==> src/rtl/arb_pkg.sv <==
// arb_pkg: shared types and default sizing for the request arbiter.
package arb_pkg;
  typedef enum logic {IDLE, BUSY} arb_state_t;
  typedef enum logic {ARB_FIXED = 1'b0, ARB_RR = 1'b1} arb_mode_t;
  localparam int ARB_N        = 8;
  localparam int ARB_MAX_HOLD = 16;
endpackage

==> src/rtl/rot_priority_pick.sv <==
// rot_priority_pick: highest-index-wins pick, optionally rotated so the search starts just below base.
module rot_priority_pick #(
  parameter int N     = 8,
  parameter int IDX_W = $clog2(N)
) (
  input  logic [N-1:0]     req_i,
  input  logic [IDX_W-1:0] base_i,
  input  logic             rot_i,
  output logic [IDX_W-1:0] idx_o,
  output logic             found_o
);
  logic [IDX_W-1:0] eff_base;
  assign eff_base = rot_i ? base_i : '0;
  always_comb begin
    idx_o   = '0;
    found_o = 1'b0;
    for (int j = 0; j < N; j++)
      if (req_i[IDX_W'(j) + eff_base]) begin
        idx_o   = IDX_W'(j) + eff_base;
        found_o = 1'b1;
      end
  end
endmodule

==> src/rtl/req_arbiter_ctrl.sv <==
// req_arbiter_ctrl: fixed/round-robin arbiter with held grants, hold timeout and a dead cycle between owners.
module req_arbiter_ctrl
  import arb_pkg::*;
#(
  parameter int N        = ARB_N,
  parameter int IDX_W    = $clog2(N),
  parameter int MAX_HOLD = ARB_MAX_HOLD
) (
  input  logic             clk,
  input  logic             rst_n,
  input  logic             mode,
  input  logic [N-1:0]     req,
  output logic [N-1:0]     gnt,
  output logic [IDX_W-1:0] gnt_idx,
  output logic             gnt_valid,
  output logic             timeout_pulse
);
  localparam int CNT_W = (MAX_HOLD == 0) ? 1 : $clog2(MAX_HOLD + 1);
  arb_state_t       state_q;
  logic [N-1:0]     gnt_q;
  logic [IDX_W-1:0] idx_q, last_q, win;
  logic [CNT_W-1:0] hold_q;
  logic             valid_q, to_q, found, expired;
  rot_priority_pick #(.N(N), .IDX_W(IDX_W)) u_pick (
    .req_i  (req),
    .base_i (last_q),
    .rot_i  (arb_mode_t'(mode) == ARB_RR),
    .idx_o  (win),
    .found_o(found)
  );
  assign expired = (MAX_HOLD != 0) && (hold_q == CNT_W'(MAX_HOLD));
  // Release and timeout share one exit; the pulse fires only when the owner still wanted the grant.
  always_ff @(posedge clk or negedge rst_n) begin
    if (!rst_n) begin
      state_q <= IDLE;
      gnt_q   <= '0;
      idx_q   <= '0;
      last_q  <= '0;
      hold_q  <= '0;
      valid_q <= 1'b0;
      to_q    <= 1'b0;
    end else begin
      to_q <= 1'b0;
      if (state_q == IDLE) begin
        if (found) begin
          state_q <= BUSY;
          gnt_q   <= N'(1) << win;
          idx_q   <= win;
          last_q  <= win;
          hold_q  <= CNT_W'(1);
          valid_q <= 1'b1;
        end
      end else if (!req[idx_q] || expired) begin
        state_q <= IDLE;
        gnt_q   <= '0;
        idx_q   <= '0;
        hold_q  <= '0;
        valid_q <= 1'b0;
        to_q    <= req[idx_q];
      end else if (MAX_HOLD != 0 && !expired) begin
        hold_q <= hold_q + CNT_W'(1);
      end
    end
  end
  assign gnt           = gnt_q;
  assign gnt_idx       = idx_q;
  assign gnt_valid     = valid_q;
  assign timeout_pulse = to_q;
endmodule

==> config.mk <==
export PLATFORM = sky130hd
export DESIGN_NAME = req_arbiter_ctrl
export DESIGN_NICKNAME = d
export VERILOG_FILES = /design/src/rtl/arb_pkg.sv /design/src/rtl/rot_priority_pick.sv /design/src/rtl/req_arbiter_ctrl.sv
export SDC_FILE = /design/constraint.sdc
export NUM_CORES = 1
export LEC_CHECK = 0
export CAP_MARGIN = 20
export CORE_MARGIN = 4
export CORE_UTILIZATION = 50
export DETAILED_ROUTE_END_ITERATION = 10
export PLACE_DENSITY_LB_ADDON = 0.08
export SETUP_SLACK_MARGIN = 0.15
export SLEW_MARGIN = 5
export SYNTH_ARGS = -nofsm -noshare
export SYNTH_HDL_FRONTEND = slang
export SYNTH_SLANG_ARGS = --single-unit
==> constraint.sdc <==
create_clock -name clk -period 3.27 [get_ports clk]
set_input_delay 0.327 -clock clk [delete_from_list [all_inputs] [get_ports clk]]
set_output_delay 0.327 -clock clk [all_outputs]
set_load 0.05 [all_outputs]
# After elaboration in Yosys (flattened, before gate mapping)
# Index checks and enable logic that the tools add are counted.
[classes]
addsub = 8
n_mul = 0
div_mod_pow = 0
order_cmp = 9
eq_ne = 3
shifts = 1
mux = 53
bitwise = 1
reduce_logical = 6
[op_table]
columns = ["operator", "n"]
rows = [
  ["$lt 3x4->1 const B", 9],
  ["$mux 3", 12],
  ["$bmux 1 s3", 9],
  ["$mux 1", 25],
  ["$mux 8", 3],
  ["$mux 5", 4],
  ["$add 3x3->3 const A", 4],
  ["$shl 1x3->8 const A", 1],
  ["$add 2x3->3 const A", 2],
  ["$reduce_and 2->1", 3],
  ["$add 5x1->5 const B", 1],
  ["$eq 5x5->1 const B", 1],
  ["$add 1x3->3 const A", 1],
  ["$ne 3x2->1 const B", 1],
  ["$ne 2x1->1 const B", 1],
  ["$reduce_bool 2->1", 1],
  ["$logic_not 1->1", 1],
  ["$logic_or 1x1->1", 1],
  ["$not 1->1", 1],
]
[word_totals]
reg_bits = 22
latch_bits = 0
mem_bits_rw = 0
mem_bits_ro = 0
in_bits = 11
word_cells = 88
mem_count = 0

# Logic depth before layout (Yosys ltp)
# Gate-level depths: netlist (run 1).
[logic_depth]
depth_word = 14
mapped_depth = 16
ltp_nobuf = 11

# By module
# Synthesis (run 1) repeated with hierarchy kept, for this count alone.
[unflattened]
hier_cells = 227
hier_area_um2 = 2290.9
[modules_own_cells]
columns = ["module", "n_inst", "cells_per_inst", "area_per_inst_um2"]
rows = [
  ["req_arbiter_ctrl", 1, 117, 1243.7],
  ["rot_priority_pick", 1, 110, 1047.3],
]

# Worst setup path before layout (run 1)
# No wires, ideal clock.
[synth_path]
path_type = "flip-flop to flip-flop"
from = "register last_q[1]"
to = "register gnt_q[0], in the netlist gnt[0]"
arrival_ps = 3237
setup_slack_ps = -88
path_stages_with_launch = 16
synth_period_minus_slack_ps = 3358
cell_sequence = "dfrtp_1 -> buf_4 -> and2_0 -> clkbuf_1 -> inv_1 -> clkbuf_1 -> ha_1 -> clkbuf_1 -> mux2_2 -> nor2_1 -> o2111ai_1 -> a22o_1 -> a311oi_1 -> a311o_1 -> nor2b_1 -> a32o_1"
[synth_between]
elab_chain_len = 14
elab_cells_between_ends = 45
[synth_lines]
columns = ["item", "line_no", "text"]
rows = [
  ["start, declared", "req_arbiter_ctrl.sv:21", "logic [IDX_W-1:0] idx_q, last_q, win;"],
  ["start signal, assigned", "req_arbiter_ctrl.sv:49", "last_q <= win;"],
  ["$mux 3 *", "rot_priority_pick.sv:13", "assign eff_base = rot_i ? base_i : '0;"],
  ["$add 1x3->3 / $bmux 1 s3 (equally long branches)", "rot_priority_pick.sv:18, rot_priority_pick.sv:19", ""],
  ["$bmux 1 s3 / $mux 1 (equally long branches)", "rot_priority_pick.sv:18", "if (req_i[IDX_W'(j) + eff_base]) begin"],
  ["$mux 1 (implied by the code) / $mux 3 (equally long branches)", "rot_priority_pick.sv:18", ""],
  ["$mux 3 (7 in series)", "rot_priority_pick.sv:18", ""],
  ["$shl 1x3->8", "req_arbiter_ctrl.sv:47", "gnt_q <= N'(1) << win;"],
  ["$mux 8", "req_arbiter_ctrl.sv:45", "if (found) begin"],
  ["$mux 8", "req_arbiter_ctrl.sv:44", "if (state_q == IDLE) begin"],
  ["end signal, assigned", "req_arbiter_ctrl.sv:47", ""],
  ["end, declared", "req_arbiter_ctrl.sv:20", "logic [N-1:0] gnt_q;"],
]
# Every way passes the cells marked *; elsewhere a longest branch is shown, timed or not. The select of a mux whose other input is x is not followed.
# A chain may end at the register's enable or synchronous reset.

# Worst setup path in the final report (run 1)
[layout_path]
from = "register last_q[1]"
to = "register gnt_q[6], in the netlist gnt[6]"
# Same word-level chain as after synthesis.

==> results of run 1 <==
[through the flow]
step                total power, W  hold WS [ps]
global placement           0.00257           465
global route               0.00315           292
CTS                        0.00284           488
detailed placement         0.00258           472
finish                     0.00293           285
floorplan                  0.00195          31.4
[metal layers]
metal / part of all wire, % / routed length [um]
met5: 0 / 0
met4: 1.3 / 81
met3: 6.6 / 413
met2: 45 / 2800
met1: 47 / 2930
[layout by cell type, fill, tap and decap left out, types with 6 or more instances in the layout]
cell | synthesis | layout
sky130_fd_sc_hd__buf_4 | 2 | 42
sky130_fd_sc_hd__clkdlybuf4s50_1 | 0 | 22
sky130_fd_sc_hd__dfrtp_1 | 22 | 21
sky130_fd_sc_hd__nor2_1 | 13 | 13
sky130_fd_sc_hd__mux2i_1 | 13 | 13
sky130_fd_sc_hd__nand2_1 | 13 | 13
sky130_fd_sc_hd__o21ai_0 | 12 | 12
sky130_fd_sc_hd__mux2_2 | 10 | 10
sky130_fd_sc_hd__a21oi_1 | 10 | 10
sky130_fd_sc_hd__nand3_1 | 9 | 9
sky130_fd_sc_hd__mux4_2 | 8 | 8
sky130_fd_sc_hd__inv_1 | 6 | 6
sky130_fd_sc_hd__nand2b_1 | 6 | 6
[sequential cells by signal, indices dropped and copies added (netlist names)]
register,cells
last_q,3
gnt_valid,1
gnt,8
hold_q,5
timeout_pulse,1
state_q,1
gnt_idx,3
[area by class of cell]
| type | count | area share [%] |
|---|---|---|
| clock inverters | 1 | 1.06 |
| inverters | 7 | 1.02 |
| clock buffers | 3 | 1.46 |
| repair buffers | 66 | 20.3 |
| multi-input cells | 188 | 54.4 |
| flip-flops and latches | 22 | 19.5 |
| well taps | 50 | 2.21 |
[repair_timing]
action,4_1_cts,5_1_grt
setup endpoints to repair,10,14
pin swaps,0,1
gates resized for setup,1,14
[power by group]
| group | switching, W | internal (W) | total [W] |
|---|---|---|---|
| combinational | 0.00122 | 0.000981 | 0.00220 |
| sequential | 0.000101 | 0.000376 | 0.000476 |
| clock | 0.0000885 | 0.000164 | 0.000252 |
| total | 0.00141 | 0.00152 | 0.00293 |
[critical path, stage by stage (launching register included)]
cell,delay [ps]
sky130_fd_sc_hd__dfrtp_1,400
sky130_fd_sc_hd__buf_4,180
sky130_fd_sc_hd__xor2_2,210
sky130_fd_sc_hd__nand2_1,210
sky130_fd_sc_hd__mux4_2,550
sky130_fd_sc_hd__and2_0,160
sky130_fd_sc_hd__a2111o_1,420
sky130_fd_sc_hd__o221ai_2,190
sky130_fd_sc_hd__buf_4,170
sky130_fd_sc_hd__nor2_1,80
sky130_fd_sc_hd__a32o_1,270
[kinds of logic (layout without fill, tap and decap cells)]
| group | Yosys count | count (layout) |
|---|---|---|
| mux | 34 | 34 |
| fa+ha+maj | 3 | 3 |
| simple gates | 69 | 69 |
| flops | 22 | 22 |
| compound gates | 76 | 76 |
| buf+inv | 24 | 77 |
| xor+xnor | 6 | 6 |
[how the worst max path moves through the flow]
stage | startpoint | end | slack (ps) | cells past startpoint
2_1_floorplan | last_q[0] | gnt[0] | 160 | 16
3_3_place_gp | mode | gnt[6] | -150 | 11
3_5_place_dp | mode | gnt[6] | -240 | 11
4_1_cts | mode | gnt[1] | 170 | 12
5_1_grt | last_q[1] | gnt[1] | 170 | 10
6_report | last_q[1] | gnt[6] | 330 | 10
==> flow_results.xml, run 1 <==
<?xml version="1.0" encoding="UTF-8"?>
<metrics>
  <group name="grt">
    <metric name="global_route_wire_length_before_repair" unit="um">10500</metric>
    <metric name="initial_antenna_violation_count" unit="">0</metric>
    <metric name="number_of_global_route_vias_before_repair" unit="">2153</metric>
    <metric name="globalRoute.totalOverflow" unit="">0</metric>
    <metric name="groute.usage.overall" unit="%">24.7</metric>
    <metric name="grt.met2_usage" unit="%">37.1</metric>
    <metric name="grt_start_max_net_pins" unit="">23</metric>
    <metric name="grt.busiest_layer" unit="">met2</metric>
    <metric name="grt.met3_usage" unit="%">5.95</metric>
    <metric name="use_met1" unit="%">35.3</metric>
  </group>
  <group name="timing">
    <metric name="f_max" unit="MHz">340</metric>
    <metric name="worst_slack" unit="ps">327</metric>
    <metric name="final_max_slew_viol_count" unit="">0</metric>
    <metric name="final_period_minus_worst_setup_slack" unit="ps">2940</metric>
    <metric name="hold_viol_final" unit="">0</metric>
    <metric name="report.final.setup_viol" unit="">0</metric>
    <metric name="timing_worst_slew_pin_value" unit="ps">515</metric>
    <metric name="rsz0062_at_grt" unit="">no</metric>
    <metric name="final.setup_skew" unit="ps">6.71</metric>
    <metric name="fin_tns_setup" unit="ps">0</metric>
    <metric name="fin_crit_sh" unit="%">90.0</metric>
    <metric name="rel_slew_slack" unit="%">65.6</metric>
  </group>
  <group name="clocking">
    <metric name="max_buffers_root_to_sink" unit="">2</metric>
    <metric name="postCtsSetupRepairBufs" unit="">0</metric>
    <metric name="root_buffer" unit="">sky130_fd_sc_hd__clkbuf_8</metric>
    <metric name="cts_buffers" unit="">3</metric>
    <metric name="cts-htree-levels" unit="">1</metric>
    <metric name="insertion_delay" unit="ps">260</metric>
    <metric name="tritoncts_clock_tree" unit="">done</metric>
    <metric name="post_cts_hold_buffer_count" unit="">0</metric>
    <metric name="worst_setup_hold_path_clk_slew" unit="ps">80</metric>
    <metric name="numClockSinks" unit="">22</metric>
  </group>
  <group name="yosys">
    <metric name="netlist_area" unit="mm^2">0.00218</metric>
    <metric name="synth_edf_count" unit="">0</metric>
    <metric name="synth_largest_area_cell" unit="">sky130_fd_sc_hd__dfrtp_1</metric>
    <metric name="avgSynthCellArea" unit="um^2">9.31</metric>
    <metric name="postSynth.topFlopCell" unit="">sky130_fd_sc_hd__dfrtp_1</metric>
    <metric name="post_synth_and_or_nand_nor_area_fraction" unit="%">17.1</metric>
    <metric name="flop_and_latch_count_out_of_synthesis" unit="">22</metric>
    <metric name="ys_async_sr_fraction" unit="%">100</metric>
    <metric name="synthesized_area_fraction_occupied_by_adder_cells" unit="%">1.72</metric>
    <metric name="synth_common_cells" unit="">sky130_fd_sc_hd__dfrtp_1 (22), sky130_fd_sc_hd__mux2i_1 (13), sky130_fd_sc_hd__nand2_1 (13), sky130_fd_sc_hd__nor2_1 (13), sky130_fd_sc_hd__o21ai_0 (12)</metric>
    <metric name="synth-xor-area-share" unit="%">2.76</metric>
    <metric name="postSynthCellCount" unit="">234</metric>
    <metric name="synth_seq_area_share" unit="%">25.3</metric>
    <metric name="synth-compound-area-share" unit="%">26.1</metric>
    <metric name="synth_top_family_by_area" unit="">compound AO/OA/AOI/OAI gates</metric>
    <metric name="post_synth_main_area_contributors" unit="">sky130_fd_sc_hd__dfrtp_1 (25%), sky130_fd_sc_hd__mux4_2 (8.3%), sky130_fd_sc_hd__mux2i_1 (6.0%)</metric>
    <metric name="muxShareOfSynthArea" unit="%">21.1</metric>
    <metric name="number_of_warnings_reported_in_the_yosys_synthesis_log" unit="">0</metric>
    <metric name="net_count_after_synthesis" unit="">248</metric>
    <metric name="yosys.area.top_type_share" unit="%">25.3</metric>
    <metric name="yosys.cell_count.top_type" unit="">sky130_fd_sc_hd__dfrtp_1</metric>
    <metric name="number_of_library_cell_types_mapped_by_synthesis" unit="">59</metric>
  </group>
  <group name="critical_path">
    <metric name="critPathArrivalTime" unit="ps">3100</metric>
    <metric name="rr_startpoint" unit="">last_q[1]</metric>
    <metric name="timing.critical_path.to_type" unit="">register</metric>
    <metric name="ff2ff_path_depth" unit="">10</metric>
    <metric name="regToRegEndpoint" unit="">gnt[6]</metric>
    <metric name="critical_path_class" unit="">reg2reg</metric>
    <metric name="timing.critical_path.from_type" unit="">register</metric>
    <metric name="critical_path_required" unit="ps">3430</metric>
    <metric name="timing.critical_path.fanout_max" unit="">7</metric>
    <metric name="worst-r2r-setup-slack" unit="ps">330</metric>
  </group>
  <group name="layout">
    <metric name="multiInputGateArea" unit="mm^2">0.00154</metric>
    <metric name="nets" unit="">302</metric>
    <metric name="final_cells" unit="">337</metric>
    <metric name="final_design_area_no_fill" unit="mm^2">0.00283</metric>
    <metric name="area_growth_syn_to_layout" unit="%">30.0</metric>
    <metric name="nFillCells" unit="">336</metric>
    <metric name="diodes" unit="">0</metric>
    <metric name="seqCellArea" unit="um^2">552</metric>
    <metric name="final_layout_size_suffix_gt1_share" unit="%">28.6</metric>
    <metric name="layout.core_utilization" unit="%">68.8</metric>
  </group>
  <group name="detailed_routing">
    <metric name="drt_pass1_iterations" unit="">5</metric>
    <metric name="drt_first_iter_violations" unit="">179</metric>
    <metric name="antenna_left" unit="">0</metric>
    <metric name="avgRoutedWirePerCell" unit="um">18.5</metric>
    <metric name="route.detailed.drc" unit="">0</metric>
    <metric name="routed_wl" unit="um">6230</metric>
    <metric name="post_drt_via_cell_ratio" unit="">6.37</metric>
    <metric name="dr_total_vias" unit="">2147</metric>
  </group>
  <group name="place">
    <metric name="dp_cells" unit="">332</metric>
    <metric name="detailedPlacementHpwl" unit="um">4820</metric>
    <metric name="routabilityCongestion" unit="">0.938</metric>
    <metric name="number_of_buffer_cells_added_on_primary_ports" unit="">23</metric>
    <metric name="detailedPlace.worstSlack" unit="ps">-236</metric>
    <metric name="detailed_place.area" unit="mm^2">0.00268</metric>
  </group>
  <group name="min_path">
    <metric name="holdCritPathClass" unit="">in2async</metric>
  </group>
  <group name="flow_run">
    <metric name="drv_cap" unit="">0</metric>
  </group>
  <group name="status">
    <metric name="status" unit="">finished clean</metric>
  </group>
  <group name="floorplanning">
    <metric name="chipHeight" unit="um">74.0</metric>
    <metric name="design.core.area" unit="mm^2">0.00412</metric>
    <metric name="die_width" unit="um">74.0</metric>
    <metric name="fp.dieArea" unit="mm^2">0.00548</metric>
    <metric name="floorplan.io_pins" unit="">24</metric>
    <metric name="core.rowCount" unit="">23</metric>
    <metric name="starting_density_of_the_core" unit="%">52.9</metric>
  </group>
  <group name="power_and_ir_drop">
    <metric name="powerDensity" unit="mW/mm^2">1030</metric>
    <metric name="ir_worst_vdd" unit="mV">0.520</metric>
    <metric name="static-leakage-power" unit="nW">1.22</metric>
  </group>
</metrics>
Note: power is estimated with default switching activity, not from simulation.
==> inputs of run 2 (changes only) <==
Settings changed: CORE_MARGIN 4 to default.
==> run 2 against run 1 <==
  * Final cell count up 0.59%
  * Worst setup slack got worse by 86 ps
  * Worst hold slack better by 59 ps
  * Register-to-register slack worse by 70 ps
  * Clock skew decreased by 4.7 ps
  * First-iteration DRC count grew 61%
==> flow_results.xml, run 2 (synthesis gave the netlist of run 1 again) <==
<?xml version="1.0" encoding="UTF-8"?>
<metrics>
  <group name="status">
    <metric name="status" unit="">finished clean</metric>
  </group>
  <group name="grt">
    <metric name="initial_antenna_violation_count" unit="">0</metric>
    <metric name="grt_start_max_net_pins" unit="">23</metric>
    <metric name="number_of_global_route_vias_before_repair" unit="">2040</metric>
    <metric name="globalRoute.totalOverflow" unit="">0</metric>
    <metric name="groute.usage.overall" unit="%">30.0</metric>
    <metric name="global_route_wire_length_before_repair" unit="um">10200</metric>
  </group>
  <group name="place">
    <metric name="dp_cells" unit="">334</metric>
    <metric name="routabilityCongestion" unit="">0.929</metric>
    <metric name="detailedPlace.worstSlack" unit="ps">-174</metric>
    <metric name="number_of_buffer_cells_added_on_primary_ports" unit="">23</metric>
    <metric name="detailedPlacementHpwl" unit="um">4740</metric>
  </group>
  <group name="min_path">
    <metric name="holdCritPathClass" unit="">in2async</metric>
  </group>
  <group name="timing">
    <metric name="holdWs" unit="ps">345</metric>
    <metric name="timing_worst_slew_pin_value" unit="ps">529</metric>
    <metric name="f_max" unit="MHz">330</metric>
    <metric name="rsz0062_at_grt" unit="">no</metric>
    <metric name="rel_slew_slack" unit="%">64.6</metric>
    <metric name="final.setup_skew" unit="ps">1.99</metric>
    <metric name="final_max_slew_viol_count" unit="">0</metric>
    <metric name="fin_crit_sh" unit="%">92.6</metric>
    <metric name="worst_slack" unit="ps">241</metric>
    <metric name="report.final.setup_viol" unit="">0</metric>
    <metric name="hold_viol_final" unit="">0</metric>
    <metric name="final_period_minus_worst_setup_slack" unit="ps">3030</metric>
  </group>
  <group name="critical_path">
    <metric name="critical_path_required" unit="ps">3480</metric>
    <metric name="most_numerous_cell_on_the_critical_path" unit="">sky130_fd_sc_hd__buf_4</metric>
    <metric name="ff2ff_path_depth" unit="">10</metric>
    <metric name="timing.critical_path.to_type" unit="">register</metric>
    <metric name="critical_path_class" unit="">in2reg</metric>
    <metric name="worst_path_max_delay_cell" unit="">sky130_fd_sc_hd__mux4_2</metric>
    <metric name="cp_cell_sequence" unit="">clkdlybuf4s50_1 -&gt; and2_1 -&gt; inv_2 -&gt; buf_4 -&gt; mux2_2 -&gt; mux4_2 -&gt; a2111o_1 -&gt; o221ai_2 -&gt; buf_4 -&gt; nor2b_1 -&gt; a32o_1</metric>
    <metric name="timing.critical_path.fanout_max" unit="">15</metric>
    <metric name="slowest_delay" unit="ps">500</metric>
    <metric name="critPathArrivalTime" unit="ps">3240</metric>
    <metric name="timing.critical_path.from_type" unit="">input pin</metric>
  </group>
  <group name="power_and_ir_drop">
    <metric name="static-leakage-power" unit="nW">1.21</metric>
    <metric name="finalPower" unit="W">0.00286</metric>
    <metric name="powerDensity" unit="mW/mm^2">1020</metric>
    <metric name="ir_worst_vdd" unit="mV">0.544</metric>
  </group>
  <group name="floorplanning">
    <metric name="starting_density_of_the_core" unit="%">53.3</metric>
    <metric name="fp.dieArea" unit="mm^2">0.00462</metric>
    <metric name="design.core.area" unit="mm^2">0.00409</metric>
    <metric name="floorplan.io_pins" unit="">24</metric>
    <metric name="core.rowCount" unit="">23</metric>
    <metric name="chipHeight" unit="um">68.0</metric>
    <metric name="die_width" unit="um">68.0</metric>
  </group>
  <group name="clocking">
    <metric name="worst_setup_hold_path_clk_slew" unit="ps">80</metric>
    <metric name="insertion_delay" unit="ps">270</metric>
    <metric name="root_buffer" unit="">sky130_fd_sc_hd__clkbuf_8</metric>
    <metric name="tritoncts_clock_tree" unit="">done</metric>
    <metric name="numClockSinks" unit="">22</metric>
    <metric name="max_buffers_root_to_sink" unit="">2</metric>
    <metric name="cts-htree-levels" unit="">1</metric>
    <metric name="cts_buffers" unit="">3</metric>
    <metric name="post_cts_hold_buffer_count" unit="">0</metric>
  </group>
  <group name="layout">
    <metric name="layout.core_utilization" unit="%">68.8</metric>
    <metric name="final_cell_mix" unit="">sky130_fd_sc_hd__buf_4 (44), sky130_fd_sc_hd__clkdlybuf4s50_1 (23), sky130_fd_sc_hd__dfrtp_1 (22)</metric>
    <metric name="final_layout_size_suffix_gt1_share" unit="%">27.7</metric>
    <metric name="nFillCells" unit="">345</metric>
    <metric name="final_cells" unit="">339</metric>
    <metric name="diodes" unit="">0</metric>
    <metric name="area_growth_syn_to_layout" unit="%">29.1</metric>
    <metric name="largest_register_ffs" unit="">8</metric>
    <metric name="final_common_cell" unit="">sky130_fd_sc_hd__buf_4</metric>
    <metric name="nets" unit="">304</metric>
  </group>
  <group name="detailed_routing">
    <metric name="routed_wl" unit="um">6220</metric>
    <metric name="antenna_left" unit="">0</metric>
    <metric name="post_drt_via_cell_ratio" unit="">6.45</metric>
    <metric name="dr_total_vias" unit="">2185</metric>
    <metric name="route.detailed.drc" unit="">0</metric>
    <metric name="avgRoutedWirePerCell" unit="um">18.4</metric>
    <metric name="drt_pass1_iterations" unit="">5</metric>
    <metric name="drt_first_iter_violations" unit="">288</metric>
  </group>
  <group name="flow_run">
    <metric name="drv_cap" unit="">0</metric>
  </group>
</metrics>
## run 2: layout make-up
type	instances	area, um^2	share of cell area [%]
multi-input combinational	188	1540	54.8
timing repair buffer	68	576	20.5
clock buffer	4	55.1	1.96
sequential	22	551	19.6
inverter	7	26.3	0.934
tap	50	62.6	2.22
## run 2: path summary, 6_finish.rpt
| check | start | endpoint | slack [ps] |
|---|---|---|---|
| max | mode | gnt[1] | 240 |
| min | rst_n | hold_q[3] | 340 |
| max reg2reg | last_q[1] | gnt[1] | 260 |
| min reg2reg | hold_q[4] | hold_q[4] | 490 |
| max in group asynchronous | rst_n | last_q[1] | 2490 |
| min in group clk | hold_q[4] | hold_q[4] | 490 |
## run 2: report_power, final
group	internal (W)	switching [W]	total, W
clock network	0.000108	0.0000882	0.000196
logic	0.000972	0.00120	0.00218
registers	0.000374	0.000114	0.000488
total	0.00145	0.00141	0.00286
## run 2: timing repair
| item | CTS | global route |
|---|---|---|
| setup endpoints to repair | 7 | 16 |
| setup buffers | 0 | 0 |
| gates resized for setup | 1 | 9 |
| pin swaps | 0 | 1 |
## run 2: routing by layer
metal | track usage (%) | up-vias | wire [um]
met5 | 0 | - | 0
met3 | 7.67 | 17 | 500
met2 | 43.3 | 105 | 2800
met4 | 8.85 | 0 | 109
li1 | - | 1019 | -
met1 | 43.5 | 1044 | 2820
## run 2: critical path: cells and delay by family
family | cells | cell delay [ps]
AOI/OAI and AO/OA | 3 | 740
buffers and inverters | 4 | 930
and+or+nand+nor | 2 | 360
muxes | 2 | 880
## run 2: per-stage QoR
step                area [um^2]  setup TNS, ps
global route               2810              0
CTS                        2750              0
finish                     2810              0
detailed placement         2700          -1450
floorplan                  2190              0
global placement           2700           -498
